### src/rtl/operand_fetch.sv
`default_nettype none
// ============================================================================
//  Module      : operand_fetch
//  Description : Operand-fetch pipeline stage between decode and execute.
//                Drives the register file read indices straight from the
//                decoded source fields and captures the returned operands,
//                together with the instruction payload, into an output
//                pipeline register.
//                A per-register scoreboard of pending writes stalls decode
//                on read-after-write hazards until the writer retires.
//  Revision    : 1.0 - initial release
// ----------------------------------------------------------------------------
//  Optional feature (compile-time macro):
//    WB_BYPASS_EN - forward wb_data into a source operand whose writer is
//                   retiring in the current cycle. This removes one stall
//                   cycle from each RAW hazard. Undefined by default.
// ----------------------------------------------------------------------------
//  Ports
//    clk          in   clock, all state updates on the rising edge
//    aresetn      in   synchronous active-low reset
//    in_valid     in   decode presents an instruction
//    in_ready     out  stage accepts this cycle (combinational)
//    in_pc        in   instruction PC
//    in_rs1/rs2   in   source register indices
//    in_rd        in   destination register index
//    in_rd_wen    in   instruction writes in_rd
//    in_ctrl      in   opaque decoded control bundle
//    rd_reg_a/b   out  register file read indices (= in_rs1/in_rs2)
//    rd_data_a/b  in   register file read data
//    wb_en        in   writeback retires a write this cycle
//    wb_reg       in   register being retired
//    wb_data      in   value being retired
//    out_valid    out  execute payload valid
//    out_ready    in   execute accepts payload
//    out_pc, out_rd, out_rd_wen, out_ctrl  out  registered payload
//    out_op_a/b   out  registered operands
//    sb_busy      out  scoreboard busy bits (debug)
// ============================================================================
module operand_fetch #(
    parameter int REG_COUNT = 32,
    parameter int REG_W     = 32,
    parameter int REG_IDX_W = $clog2(REG_COUNT),
    parameter int PC_W      = 32,
    parameter int CTRL_W    = 16
) (
    input  logic                 clk,
    input  logic                 aresetn,
    // decode side
    input  logic                 in_valid,
    output logic                 in_ready,
    input  logic [PC_W-1:0]      in_pc,
    input  logic [REG_IDX_W-1:0] in_rs1,
    input  logic [REG_IDX_W-1:0] in_rs2,
    input  logic [REG_IDX_W-1:0] in_rd,
    input  logic                 in_rd_wen,
    input  logic [CTRL_W-1:0]    in_ctrl,
    // register file read
    output logic [REG_IDX_W-1:0] rd_reg_a,
    output logic [REG_IDX_W-1:0] rd_reg_b,
    input  logic [REG_W-1:0]     rd_data_a,
    input  logic [REG_W-1:0]     rd_data_b,
    // writeback
    input  logic                 wb_en,
    input  logic [REG_IDX_W-1:0] wb_reg,
    input  logic [REG_W-1:0]     wb_data,
    // execute side
    output logic                 out_valid,
    input  logic                 out_ready,
    output logic [PC_W-1:0]      out_pc,
    output logic [REG_IDX_W-1:0] out_rd,
    output logic                 out_rd_wen,
    output logic [CTRL_W-1:0]    out_ctrl,
    output logic [REG_W-1:0]     out_op_a,
    output logic [REG_W-1:0]     out_op_b,
    // debug
    output logic [REG_COUNT-1:0] sb_busy
);

    // ------------------------------------------------------------------
    // State
    // ------------------------------------------------------------------
    logic                 out_valid_q,  out_valid_d;
    logic [PC_W-1:0]      out_pc_q,     out_pc_d;
    logic [REG_IDX_W-1:0] out_rd_q,     out_rd_d;
    logic                 out_rd_wen_q, out_rd_wen_d;
    logic [CTRL_W-1:0]    out_ctrl_q,   out_ctrl_d;
    logic [REG_W-1:0]     out_op_a_q,   out_op_a_d;
    logic [REG_W-1:0]     out_op_b_q,   out_op_b_d;
    logic [REG_COUNT-1:0] sb_busy_q,    sb_busy_d;

    logic                 w_byp1;
    logic                 w_byp2;
    logic [REG_W-1:0]     w_op_a;
    logic [REG_W-1:0]     w_op_b;
    logic                 w_haz1;
    logic                 w_haz2;
    logic                 w_in_ready;
    logic                 w_accept;

    // ------------------------------------------------------------------
    // Writeback bypass
    // ------------------------------------------------------------------
`ifdef WB_BYPASS_EN
    // A source whose writer retires this cycle takes the retiring value
    // directly; the register file would only show it after this edge.
    assign w_byp1 = wb_en && (wb_reg == in_rs1) && (in_rs1 != '0);
    assign w_byp2 = wb_en && (wb_reg == in_rs2) && (in_rs2 != '0);
    assign w_op_a = w_byp1 ? wb_data : rd_data_a;
    assign w_op_b = w_byp2 ? wb_data : rd_data_b;
`else
    logic w_unused_wb_data;
    assign w_unused_wb_data = ^wb_data;
    assign w_byp1 = 1'b0;
    assign w_byp2 = 1'b0;
    assign w_op_a = rd_data_a;
    assign w_op_b = rd_data_b;
`endif

    // ------------------------------------------------------------------
    // Hazard detection and handshake
    // ------------------------------------------------------------------
    // x0 never carries a pending write, so it can never be hazardous.
    assign w_haz1 = (in_rs1 != '0) && sb_busy_q[in_rs1] && !w_byp1;
    assign w_haz2 = (in_rs2 != '0) && sb_busy_q[in_rs2] && !w_byp2;

    // Does not depend on in_valid, so decode may use it as a look-ahead.
    assign w_in_ready = aresetn && (!out_valid_q || out_ready) && !w_haz1 && !w_haz2;
    assign w_accept   = in_valid && w_in_ready;

    // ------------------------------------------------------------------
    // Next-state logic
    // ------------------------------------------------------------------
    always_comb begin
        out_valid_d  = out_valid_q;
        out_pc_d     = out_pc_q;
        out_rd_d     = out_rd_q;
        out_rd_wen_d = out_rd_wen_q;
        out_ctrl_d   = out_ctrl_q;
        out_op_a_d   = out_op_a_q;
        out_op_b_d   = out_op_b_q;
        sb_busy_d    = sb_busy_q;

        if (w_accept) begin
            out_valid_d  = 1'b1;
            out_pc_d     = in_pc;
            out_rd_d     = in_rd;
            out_rd_wen_d = in_rd_wen;
            out_ctrl_d   = in_ctrl;
            out_op_a_d   = w_op_a;
            out_op_b_d   = w_op_b;
        end else if (out_ready) begin
            // Payload registers keep their last value; only valid drops.
            out_valid_d  = 1'b0;
        end

        // Clear first so that a newer writer issued in the same cycle
        // leaves its destination marked pending.
        if (wb_en) begin
            sb_busy_d[wb_reg] = 1'b0;
        end
        if (w_accept && in_rd_wen && (in_rd != '0)) begin
            sb_busy_d[in_rd] = 1'b1;
        end
        sb_busy_d[0] = 1'b0;
    end

    // ------------------------------------------------------------------
    // Registers
    // ------------------------------------------------------------------
    always_ff @(posedge clk) begin
        if (!aresetn) begin
            out_valid_q  <= 1'b0;
            out_pc_q     <= '0;
            out_rd_q     <= '0;
            out_rd_wen_q <= 1'b0;
            out_ctrl_q   <= '0;
            out_op_a_q   <= '0;
            out_op_b_q   <= '0;
            sb_busy_q    <= '0;
        end else begin
            out_valid_q  <= out_valid_d;
            out_pc_q     <= out_pc_d;
            out_rd_q     <= out_rd_d;
            out_rd_wen_q <= out_rd_wen_d;
            out_ctrl_q   <= out_ctrl_d;
            out_op_a_q   <= out_op_a_d;
            out_op_b_q   <= out_op_b_d;
            sb_busy_q    <= sb_busy_d;
        end
    end

    // ------------------------------------------------------------------
    // Outputs
    // ------------------------------------------------------------------
    assign in_ready   = w_in_ready;
    assign rd_reg_a   = in_rs1;
    assign rd_reg_b   = in_rs2;
    assign out_valid  = out_valid_q;
    assign out_pc     = out_pc_q;
    assign out_rd     = out_rd_q;
    assign out_rd_wen = out_rd_wen_q;
    assign out_ctrl   = out_ctrl_q;
    assign out_op_a   = out_op_a_q;
    assign out_op_b   = out_op_b_q;
    assign sb_busy    = sb_busy_q;

endmodule
`default_nettype wire
### config.mk
export PLATFORM = sky130hd
export DESIGN_NAME = operand_fetch
export DESIGN_NICKNAME = d
export VERILOG_FILES = /design/src/rtl/operand_fetch.sv
export SDC_FILE = /design/constraint.sdc
export NUM_CORES = 1
export LEC_CHECK = 0
export ABC_AREA = 1
export BUFFER_PORTS_ARGS = -buffer_cell sky130_fd_sc_hd__buf_2
export CAP_MARGIN = 20
export CORE_AREA = 2 2 127 129
export CTS_CLUSTER_DIAMETER = 200
export DETAILED_ROUTE_END_ITERATION = 12
export DIE_AREA = 0 0 129 131
export PLACE_DENSITY = 0.84
export SKIP_LAST_GASP = 1
export SYNTH_ARGS = -nofsm -noshare
export SYNTH_HDL_FRONTEND = slang
export SYNTH_SLANG_ARGS = --single-unit
export TNS_END_PERCENT = 100
### constraint.sdc
create_clock -name clk -period 4.33 [get_ports clk]
set_input_delay 0.866 -clock clk [delete_from_list [all_inputs] [get_ports clk]]
set_output_delay 0.866 -clock clk [all_outputs]
set_load 0.005 [all_outputs]
### Word-level counts from Yosys, hierarchy flattened

Index checks and enable logic that the tools add are counted.

| storage, ports and cells | value |
|---|---|
| flip-flop bits (word level) | 151 |
| bits of input ports | 170 |
| output and inout port bits | 162 |

| operators by class | value |
|---|---|
| order comparisons | 6 |
| multiplexer cells | 12 |
| bitwise operators | 3 |
| reduce and logical (&&, ||, !) cells | 18 |

Operators with widths:

| operator | number |
|---|---|
| $mux 32 | 2 |
| $and 32x32->32 | 1 |
| $not 32->32 | 1 |
| $or 32x32->32 | 1 |
| $lt 5x6->1 const B | 4 |
| $reduce_bool 5->1 | 3 |
| $bmux 1 s5 | 2 |
| $demux 1 s5 | 2 |
| $ge 5x1->1 const B | 2 |
| $logic_and 1x1->1 | 10 |
| $mux 1 | 6 |
| $logic_not 1->1 | 3 |
| $reduce_bool 2->1 | 1 |
| $logic_or 1x1->1 | 1 |

### Logic depth before layout (Yosys ltp)

Gate-level depths: netlist of run 1.

| logic depth | value |
|---|---|
| depth in word-level cells | 10 |
| mapped depth | 17 |

### Least setup slack after synthesis of run 1

Ideal clock, no wire load.

| path | value |
|---|---|
| path type | input-to-output |
| from | input in_rs2[0] |
| to | output in_ready |
| arrival | 1850 ps |
| setup slack | 1614 ps |
| cell stages on the path | 11 |
| cell sequence | buf_2 > inv_2 > buf_4 > nand2_1 > nand3_1 > nand2_1 > nor2_1 > nand2_1 > nand3_1 > nand3_1 > nor2_1 |

| between the ends | value |
|---|---|
| cells in the longest elaborated chain, start to end | 5 |
| elaborated cells between the ends (all ways) | 6 |
| those cells by class | mux: 2; reduce/logical: 4 |

RTL lines:

| item | line | source |
|---|---|---|
| from (decl) | 53 | `input logic [REG_IDX_W-1:0] in_rs2,` |
| $bmux 1 s5 | 124 | `assign w_haz2 = (in_rs2 != '0) && sb_busy_q[in_rs2] && !w_byp2;` |
| $mux 1 (not written as such) | 124 |  |
| $logic_and 1x1->1 (*) | 124 |  |
| $logic_not 1->1 (*) | 127 | `assign w_in_ready = aresetn && (!out_valid_q \|\| out_ready) && !w_haz1 && !w_haz2;` |
| $logic_and 1x1->1 (*) | 127 |  |
| to (decl) | 50 | `output logic in_ready,` |

Mark *: on every way between the ends. The rest lies on a longest branch, timed or not. The select of a mux whose other input is x is not followed.

### Worst setup path in the final report of run 1

Same ends and word-level chain as after synthesis.

==> impl_metrics.tcl, run 1 <==
set metrics [dict create \
    run_status "completed" \
    ys_types 20 \
    ys_warn_count 0 \
    h-tree-depth 4 \
    critPathArrivalTime_ns 2.26 \
    final_layout_size_suffix_gt1_share_pct 29.2 \
    antenna_found_initial 3 \
    gp_congestion 0.882 \
    critPathTopFamily "simple AND/OR/NAND/NOR gates" \
    die_w_um 129 \
    fin_crit_sh_pct 72.1 \
    grt_pass1_wl_mm 31.6 \
    cts_resized 0 \
    final_cells 1375 \
    use_met1_pct 27.5 \
    grt_setup_unrepaired "false" \
    syn_avg_cell_area_um2 7.12 \
    grt.total_usage_pct 23.7 \
    p_leak_nw 4.29 \
    rr_endpoint "out_pc[26]" \
    p_sw_mw 0.924 \
    worst_slew_pin_slew_ns 0.973 \
    syn2layout_area_growth_pct 32.2 \
    crit_path_end_kind "output pin" \
    finalWirelength_mm 20.6 \
    via_per_inst 5.04 \
    post-place-cells 1340 \
    nNetsFinal 1313 \
    finalHoldViolCount 0 \
    design.core.area_um2 15600 \
    path_clk_slew_ns 0.06 \
    max_freq_mhz 320 \
    dieArea_um2 16900 \
    crit-reg2reg-launch "sb_busy[3]" \
    max_slew_margin_pct 35.1 \
    syn-cell-area_um2 6300 \
    grt_util_met3_pct 7.13 \
    clkLatencyLatePin_ns 0.42 \
    rr_worst_depth 14 \
    p_int_mw 2.44 \
    crit_required_ns 3.46 \
    cts_tree "done" \
    drt_iter0_drc 533 \
    ir_drop_mv 0.266 \
    final_util_pct 53.4 \
    wl_per_cell_um 15.0 \
    io_buffers 298 \
    drc_errors 0 \
    vias 6931 \
    power_frac_seq_pct 44.7 \
    clkPwrFrac_pct 42.8 \
    min_to "out_rd_wen" \
    power.density_nw_per_um2 404 \
    cts.sinks 150 \
    syn-instance-count 885 \
    max_stage_delay_ns 0.28 \
    yosysSeqAreaShare_pct 47.7 \
    die_height_um 131 \
    numCtsBuffers 17 \
    initial_core_util_pct 40.4 \
    busiest_layer "met2" \
    root_buffer "clkbuf_16" \
    fillers 1478 \
    r2r_slack_ns 2.02 \
    min_path_cells 2 \
    cp_max_fo 17 \
    criticalPathCategory "in -> out" \
    crit_slowest_cell "inv_2" \
    timing.setup.tns_ns 0 \
    overflow 0 \
    cts_setup_buffers 0 \
    postCtsHoldBufs 0 \
    setup_viol 0 \
    crit_path_cell_trace "buf_2 > inv_2 > nand2_1 > nand3_1 > nand2_1 > nor2_1 > nand2_1 > nand3_1 > nand3_1 > nor2_1 > buf_2" \
    num_io_pins 332 \
    post-dp-hpwl_mm 14.4 \
    critPathBufInv 3 \
    total_power_mw 3.36 \
    hold_start "out_rd_wen" \
    yosys_register_bits 150 \
    antenna_left 0 \
    fin_crit_ns 3.12 \
    finalMaxSlewViolations 0 \
    pwr-share-comb_pct 12.5 \
    hold_class "reg -> reg" \
    whs_ns 0.464 \
    fp-row-count 46 \
    first_global_vias 6356 \
    drtPass1Iterations 6 \
    crit_path_start_kind "input port" \
    grt_max_degree 154 \
    cts_max_path_buffers 2 \
    syn_nets 1055 \
    met2_usage_pct 40.0 \
    final.setup_skew_ns 0.0123 \
    swShare_pct 27.5 \
    maxCapViolCount 0 \
]
-- cell usage after synthesis --
cell type,n,share of area (%)
a21oi_1,41,3.3
a31oi_1,1,0.099
buf_1,3,0.18
buf_2,4,0.32
buf_4,17,2.0
buf_6,10,1.8
clkbuf_1,30,1.8
clkinv_1,1,0.060
conb_1,1,0.060
dfxtp_1,150,48
inv_1,47,2.8
inv_2,3,0.18
nand2_1,108,6.4
nand3_1,45,3.6
nand4_1,31,3.1
nor2_1,236,14
nor3_1,9,0.71
nor3_4,1,0.26
o21ai_0,131,10
o21ai_1,16,1.3
-- final cells by class --
type                       instances  area [µm²]  area share [%]
clock inverter                    14         144            1.73
inverter                          51         193            2.31
sequential                       150        3000            36.0
multi-input combinational        620        2720            32.7
timing repair buffer             303        1560            18.7
antenna                            3        7.51          0.0901
tap                              216         270            3.24
clock buffer                      18         429            5.15
-- logic make-up after synthesis --
logic type / after synthesis / synth area share (%)
AND/OR/NAND/NOR: 430 / 28.1
AO/OA/AOI/OAI: 189 / 15.0
buffers and inverters: 115 / 9.13
flip-flops: 150 / 47.7
other: 1 / 0.0595
-- tightest hold or removal path: stages (launching register included) --
cell and delay [ns]:
dfxtp_1 0.31, nand2_1 0.06, a21oi_1 0.05
-- stage by stage --
step | instance area (µm²) | setup slack (ns)
after floorplan | 6300 | 1.61
after global placement | 7720 | 0.866
after detailed placement | 7750 | 1.13
after CTS | 8320 | 1.23
after global routing | 8330 | 1.03
final | 8330 | 1.21
-- cell usage in the layout, fill, tap and decap left out --
cell type and n:
nor2_1 236, buf_4 3, clkinv_2 2, clkbuf_1 1, inv_1 47, buf_12 1, nand3_1 45, o21ai_1 16
clkbuf_16 17, o21ai_0 131, nand2_1 108, clkinvlp_4 3, dfxtp_1 150, nor3_4 1, buf_2 298, a21oi_1 41
inv_2 2, nor3_1 9, diode_2 3, buf_16 1, clkinv_4 2, conb_1 1, inv_6 6, nand4_1 31
clkinv_8 1, bufinv_16 1, clkinv_1 1, a31oi_1 1
-- sequential cells by signal, summed over array words and instances, names as in the netlist --
signal,cells
out_valid,1
out_op_a,32
sb_busy,31
out_rd,5
out_ctrl,16
out_pc,32
out_rd_wen,1
out_op_b,32
-- worst max path at each step --
stage                          from         end  slack, ns  cells after the start
after global placement    in_rs1[0]  out_pc[23]       0.87                     16
after detailed placement  in_rs2[0]  out_pc[26]       1.13                     15
after CTS                 in_rs1[0]    in_ready       1.23                     13
after floorplan           in_rs2[0]    in_ready       1.61                     11
final                     in_rs2[0]    in_ready       1.21                     11
after global routing      in_rs1[0]    in_ready       1.03                     13
-- power groups by stage --
stage	sequential [mW]	combinational [mW]	clock, mW
floorplan	1.54	0.212	0
global placement	1.53	0.408	0
detailed placement	1.53	0.419	0
CTS	1.50	0.420	1.47
global route	1.51	0.473	1.52
finish	1.50	0.421	1.44
-- per-layer routing --
metal | vias to the layer above | wire length (µm)
li1 | 3393 | -
met1 | 3114 | 7920
met2 | 366 | 10000
met3 | 58 | 1920
met4 | 0 | 746
met5 | - | 0
No activity file was read; power rests on OpenSTA's default activity.
==> run 2: changes to the inputs <==
--- a/config.mk
+++ b/config.mk
@@ -12,7 +12,7 @@
 export CTS_CLUSTER_DIAMETER = 200
 export DETAILED_ROUTE_END_ITERATION = 12
 export DIE_AREA = 0 0 129 131
-export PLACE_DENSITY = 0.84
+export PLACE_DENSITY = 0.87
 export SKIP_LAST_GASP = 1
 export SYNTH_ARGS = -nofsm -noshare
 export SYNTH_HDL_FRONTEND = slang
==> constraint.sdc (replaced) <==
create_clock -name clk -period 2.65 [get_ports clk]
set_input_delay 0.53 -clock clk [delete_from_list [all_inputs] [get_ports clk]]
set_output_delay 0.53 -clock clk [all_outputs]
set_load 0.005 [all_outputs]
==> run 2 against run 1 <==
Non-clock buffer count increased by 5. Final cell count increased by 0.15%. Final area is 0.89% higher. Clock skew shrank 0.0012 ns. Count of clock-buffer cells in the layout grew 1. Sequential share of layout area fell by 0.32 points. Largest cell class unchanged. Largest power group unchanged.
==> impl_metrics.tcl, run 2 (same netlist as run 1, synthesis figures left out) <==
set metrics [dict create \
    grt_pass1_wl_mm 31.0 \
    postCtsHoldBufs 0 \
    critPathArrivalTime_ns 1.75 \
    max_stage_delay_ns 0.21 \
    syn2layout_area_growth_pct 33.4 \
    cts_tree "done" \
    post-place-ws_ns 0.146 \
    cts.sinks 150 \
    busiest_layer "met2" \
    initial_core_util_pct 40.4 \
    cts_resized 0 \
    maxCapViolCount 0 \
    cts_max_path_buffers 2 \
    crit_path_end_kind "output pin" \
    final.setup_skew_ns 0.0111 \
    gp_congestion 0.914 \
    io_buffers 298 \
    first_global_vias 6475 \
    via_per_inst 5.09 \
    use_met1_pct 26.8 \
    num_io_pins 332 \
    root_buffer "clkbuf_16" \
    criticalPathCategory "in -> out" \
    p_leak_nw 4.33 \
    design.core.area_um2 15600 \
    antenna_found_initial 1 \
    finalMaxSlewViolations 0 \
    cts_setup_buffers 0 \
    overflow 0 \
    fin_crit_sh_pct 86.2 \
    worst_slew_pin_slew_ns 0.955 \
    worst_slack_ns 0.366 \
    clkLatencyLatePin_ns 0.41 \
    grt_util_met3_pct 7.70 \
    dieArea_um2 16900 \
    finalHoldViolCount 0 \
    hold_class "in -> reg" \
    final_area_um2 8400 \
    rr_worst_depth 16 \
    fin_crit_ns 2.28 \
    min_path_cells 3 \
    crit_slowest_cell "nor2_1" \
    crit-reg2reg-launch "sb_busy[22]" \
    antenna_left 0 \
    placed_cell_area_um2 7800 \
    setup_viol 0 \
    wl_per_cell_um 14.6 \
    drc_errors 0 \
    timing.setup.tns_ns 0 \
    numCtsBuffers 17 \
    crit_path_frequent_cell "nand2_1" \
    finalWirelength_mm 20.0 \
    max_slew_margin_pct 36.4 \
    min_to "out_pc[1]" \
    grt.total_usage_pct 23.0 \
    max_freq_mhz 438 \
    grt_max_degree 117 \
    layout_commonest_cell "buf_2" \
    final_util_pct 53.9 \
    grt_setup_unrepaired "false" \
    final_cell_mix "298 x buf_2, 236 x nor2_1, 150 x dfxtp_1" \
    crit_required_ns 2.12 \
    fp-row-count 46 \
    ir_drop_mv 0.463 \
    run_status "completed" \
    final_layout_size_suffix_gt1_share_pct 29.4 \
    met2_usage_pct 39.2 \
    drt_iter0_drc 566 \
    crit_path_start_kind "input port" \
    power.density_nw_per_um2 665 \
    path_clk_slew_ns 0.06 \
    rr_endpoint "out_op_b[14]" \
    cp_max_fo 14 \
    hold_start "in_pc[1]" \
    die_w_um 129 \
    post-dp-hpwl_mm 14.3 \
    die_height_um 131 \
    vias 7010 \
    h-tree-depth 4 \
    nNetsFinal 1318 \
    crit_path_cell_trace "buf_2 > inv_2 > nor2_1 > nand2_1 > nand2_1 > nand2_1 > nand2_1 > inv_1 > nand2_1 > nand2_1 > nand2_1 > nor2_1 > buf_2" \
    r2r_slack_ns 0.65 \
    drtPass1Iterations 6 \
]
==> run 2: worst max path at each step <==
| stage | from | end | slack (ns) | cells past startpoint |
|---|---|---|---|---|
| 6_report | in_rs1[0] | in_ready | 0.37 | 13 |
| 5_1_grt | in_rs1[0] | in_ready | 0.19 | 11 |
| 4_1_cts | in_rs1[0] | in_ready | 0.39 | 13 |
| 3_5_place_dp | in_rs2[0] | out_pc[22] | 0.15 | 17 |
| 3_3_place_gp | in_rs2[0] | out_op_b[5] | 0.19 | 17 |
| 2_1_floorplan | in_rs2[0] | out_op_b[11] | 0.33 | 16 |
==> run 2: report_power, final <==
part           total [mW]  internal (mW)  switching, mW  leakage, nW
combinational       0.697          0.284          0.413         2.82
sequential           2.46           2.39         0.0623         1.22
clock                2.44           1.50          0.936        0.290
==> run 2: critical path: cells and delay by family <==
family,cells,cell delay (ns)
buffers and inverters,4,0.47
and+or+nand+nor,9,0.75
==> run 2: final cells by class <==
type	count	area, µm²
Multi-Input combinational cell	620	2720
Inverter	51	193
Tap cell	216	270
Clock buffer	19	443
Sequential cell	150	3000
Antenna cell	2	5.00
Timing Repair Buffer	308	1620
Clock inverter	11	151
Fill cell	1508	7190
==> run 2: routing by layer <==
metal / up-vias / routed length [µm]
met2: 343 / 9840
met3: 36 / 1870
met1: 3227 / 7940
li1: 3404 / -
met5: - / 0
met4: 0 / 404
==> run 2: per-stage QoR <==
step	cells	hold WS [ns]	power, mW
floorplan	885	0.456	2.86
global placement	1345	0.452	3.17
detailed placement	1345	0.457	3.19
CTS	1375	0.319	5.62
global route	1376	0.323	5.82
finish	1377	0.336	5.59
==> run 3: changes to the inputs <==
--- a/config.mk
+++ b/config.mk
@@ -8,11 +8,13 @@
 export ABC_AREA = 1
 export BUFFER_PORTS_ARGS = -buffer_cell sky130_fd_sc_hd__buf_2
 export CAP_MARGIN = 20
-export CORE_AREA = 2 2 127 129
+export CORE_AREA = 2 2 130 132
+export CTS_BUF_LIST = sky130_fd_sc_hd__clkbuf_8
 export CTS_CLUSTER_DIAMETER = 200
 export DETAILED_ROUTE_END_ITERATION = 12
-export DIE_AREA = 0 0 129 131
-export PLACE_DENSITY = 0.87
+export DIE_AREA = 0 0 132 134
+export PLACE_DENSITY = 0.84
+export RECOVER_POWER = 100
 export SKIP_LAST_GASP = 1
 export SYNTH_ARGS = -nofsm -noshare
 export SYNTH_HDL_FRONTEND = slang
==> run 3 against run 2 <==
Worst setup slack worse by 0.14 ns. First-iteration DRC count decreased by 11%. Register-to-register slack worse by 0.34 ns. Global-route usage fell by 0.11 points. Worst hold slack got worse by 0.034 ns. Clock power is 30% lower. Sequential power is essentially flat. Critical endpoint is now out_op_b[18]. Clock skew rose by 0.0057 ns. Flip-flop and latch count did not move. Maximum frequency fell by 5.7%. Power down 13%. Final area down 3.3%.
==> impl_metrics.tcl, run 3 (same netlist as run 1, synthesis figures left out) <==
set metrics [dict create \
    grt_setup_unrepaired "false" \
    clkLatencyLatePin_ns 0.45 \
    criticalPathCategory "in -> reg" \
    h-tree-depth 4 \
    path_clk_slew_ns 0.10 \
    grt_pass1_wl_mm 32.7 \
    numCtsBuffers 17 \
    max_freq_mhz 413 \
    gp_congestion 0.947 \
    finalHoldViolCount 0 \
    crit_path_start_kind "input port" \
    die_height_um 134 \
    final_util_pct 49.9 \
    cts_resized 0 \
    fillers 1677 \
    cts_setup_buffers 0 \
    crit_required_ns 3.03 \
    fin_crit_ns 2.42 \
    run_status "completed" \
    setup_viol 0 \
    cts_tree "done" \
    design.core.area_um2 16300 \
    fin_crit_sh_pct 91.4 \
    crit_path_end_kind "register" \
    syn2layout_area_growth_pct 29.0 \
    post-place-cells 1359 \
    grt.total_usage_pct 22.9 \
    initial_core_util_pct 38.7 \
    cp_max_fo 9 \
    hold_class "in -> reg" \
    grt_max_degree 117 \
    maxCapViolCount 0 \
    layout_commonest_cell "nor2_1" \
    antenna_left 0 \
    worst_slew_pin_slew_ns 0.964 \
    finalWirelength_mm 20.6 \
    drt_iter0_drc 505 \
    p_leak_nw 3.87 \
    total_power_mw 4.85 \
    io_buffers 298 \
    dieArea_um2 17700 \
    nNetsFinal 1328 \
    fp-row-count 47 \
    critPathArrivalTime_ns 2.80 \
    wl_per_cell_um 14.8 \
    post-dp-hpwl_mm 14.8 \
    cts.sinks 150 \
    overflow 0 \
    max_slew_margin_pct 35.7 \
    antenna_found_initial 5 \
    finalMaxSlewViolations 0 \
    final_cell_mix "236 x nor2_1, 203 x buf_2, 150 x dfxtp_1" \
    root_buffer "clkbuf_8" \
    via_per_inst 5.03 \
    drc_errors 0 \
    power.density_nw_per_um2 596 \
    postCtsHoldBufs 0 \
    final_layout_size_suffix_gt1_share_pct 21.9 \
    die_w_um 132 \
    ir_drop_mv 0.340 \
    num_io_pins 332 \
    final.setup_skew_ns 0.0168 \
    final_cells 1396 \
    drtPass1Iterations 5 \
    cts_max_path_buffers 2 \
    first_global_vias 6650 \
    vias 7017 \
]
run 3: final cells by class:
| class | count | area, µm² | area share [%] |
|---|---|---|---|
| sequential | 150 | 3000 | 37.0 |
| multi-input combinational | 620 | 2720 | 33.5 |
| timing repair buffer | 318 | 1540 | 18.9 |
| tap | 220 | 275 | 3.39 |
| clock buffer | 17 | 234 | 2.88 |
| inverter | 51 | 193 | 2.37 |
| clock inverter | 15 | 148 | 1.82 |
| antenna | 5 | 12.5 | 0.154 |
run 3: worst max-delay path, stage by stage:
cell and delay (ns):
clkbuf_1 0.23, inv_1 0.20, nand3_1 0.13, nand2_1 0.07, nand2_1 0.05, nand2_1 0.05, inv_1 0.05, nand2_1 0.06
nand2_1 0.06, nand2_1 0.09, nor3_4 0.40, buf_4 0.26, clkbuf_1 0.33, o21ai_0 0.15, nor2_1 0.13
run 3: path summary, 6_finish.rpt:
path	startpoint	to	slack, ns	cells after the start
max reg2reg	sb_busy[18]	out_op_b[18]	0.31	15
min	in_pc[2]	out_pc[2]	0.30	3
min reg2reg	out_rd_wen	out_rd_wen	0.47	2
max	in_rs2[1]	out_op_b[18]	0.23	15
run 3: routing by layer:
metal  track usage, %  up-vias  wire length [µm]  part of all wire (%)
li1                 -     3424                 -                     -
met1             27.3     3158              8130                    39
met2             37.0      367              9610                    47
met3             7.33       68              1920                   9.3
met4             12.0        0               954                   4.6
met5                0        -                 0                     0
run 3: metrics by stage:
step | cell area (µm²) | hold slack (ns) | setup TNS (ns) | setup slack, ns
2_1_floorplan | 6300 | 0.456 | 0 | 0.330
3_3_place_gp | 7890 | 0.447 | 0 | 0.0384
3_5_place_dp | 7890 | 0.453 | -0.0435 | -0.0435
4_1_cts | 8270 | 0.270 | 0 | 0.317
5_1_grt | 8130 | 0.267 | 0 | 0.0867
6_report | 8130 | 0.302 | 0 | 0.229
run 3: report_power, final:
group	switching [mW]	internal, mW
clock network	0.949	0.762
registers	0.0650	2.39
logic	0.414	0.265
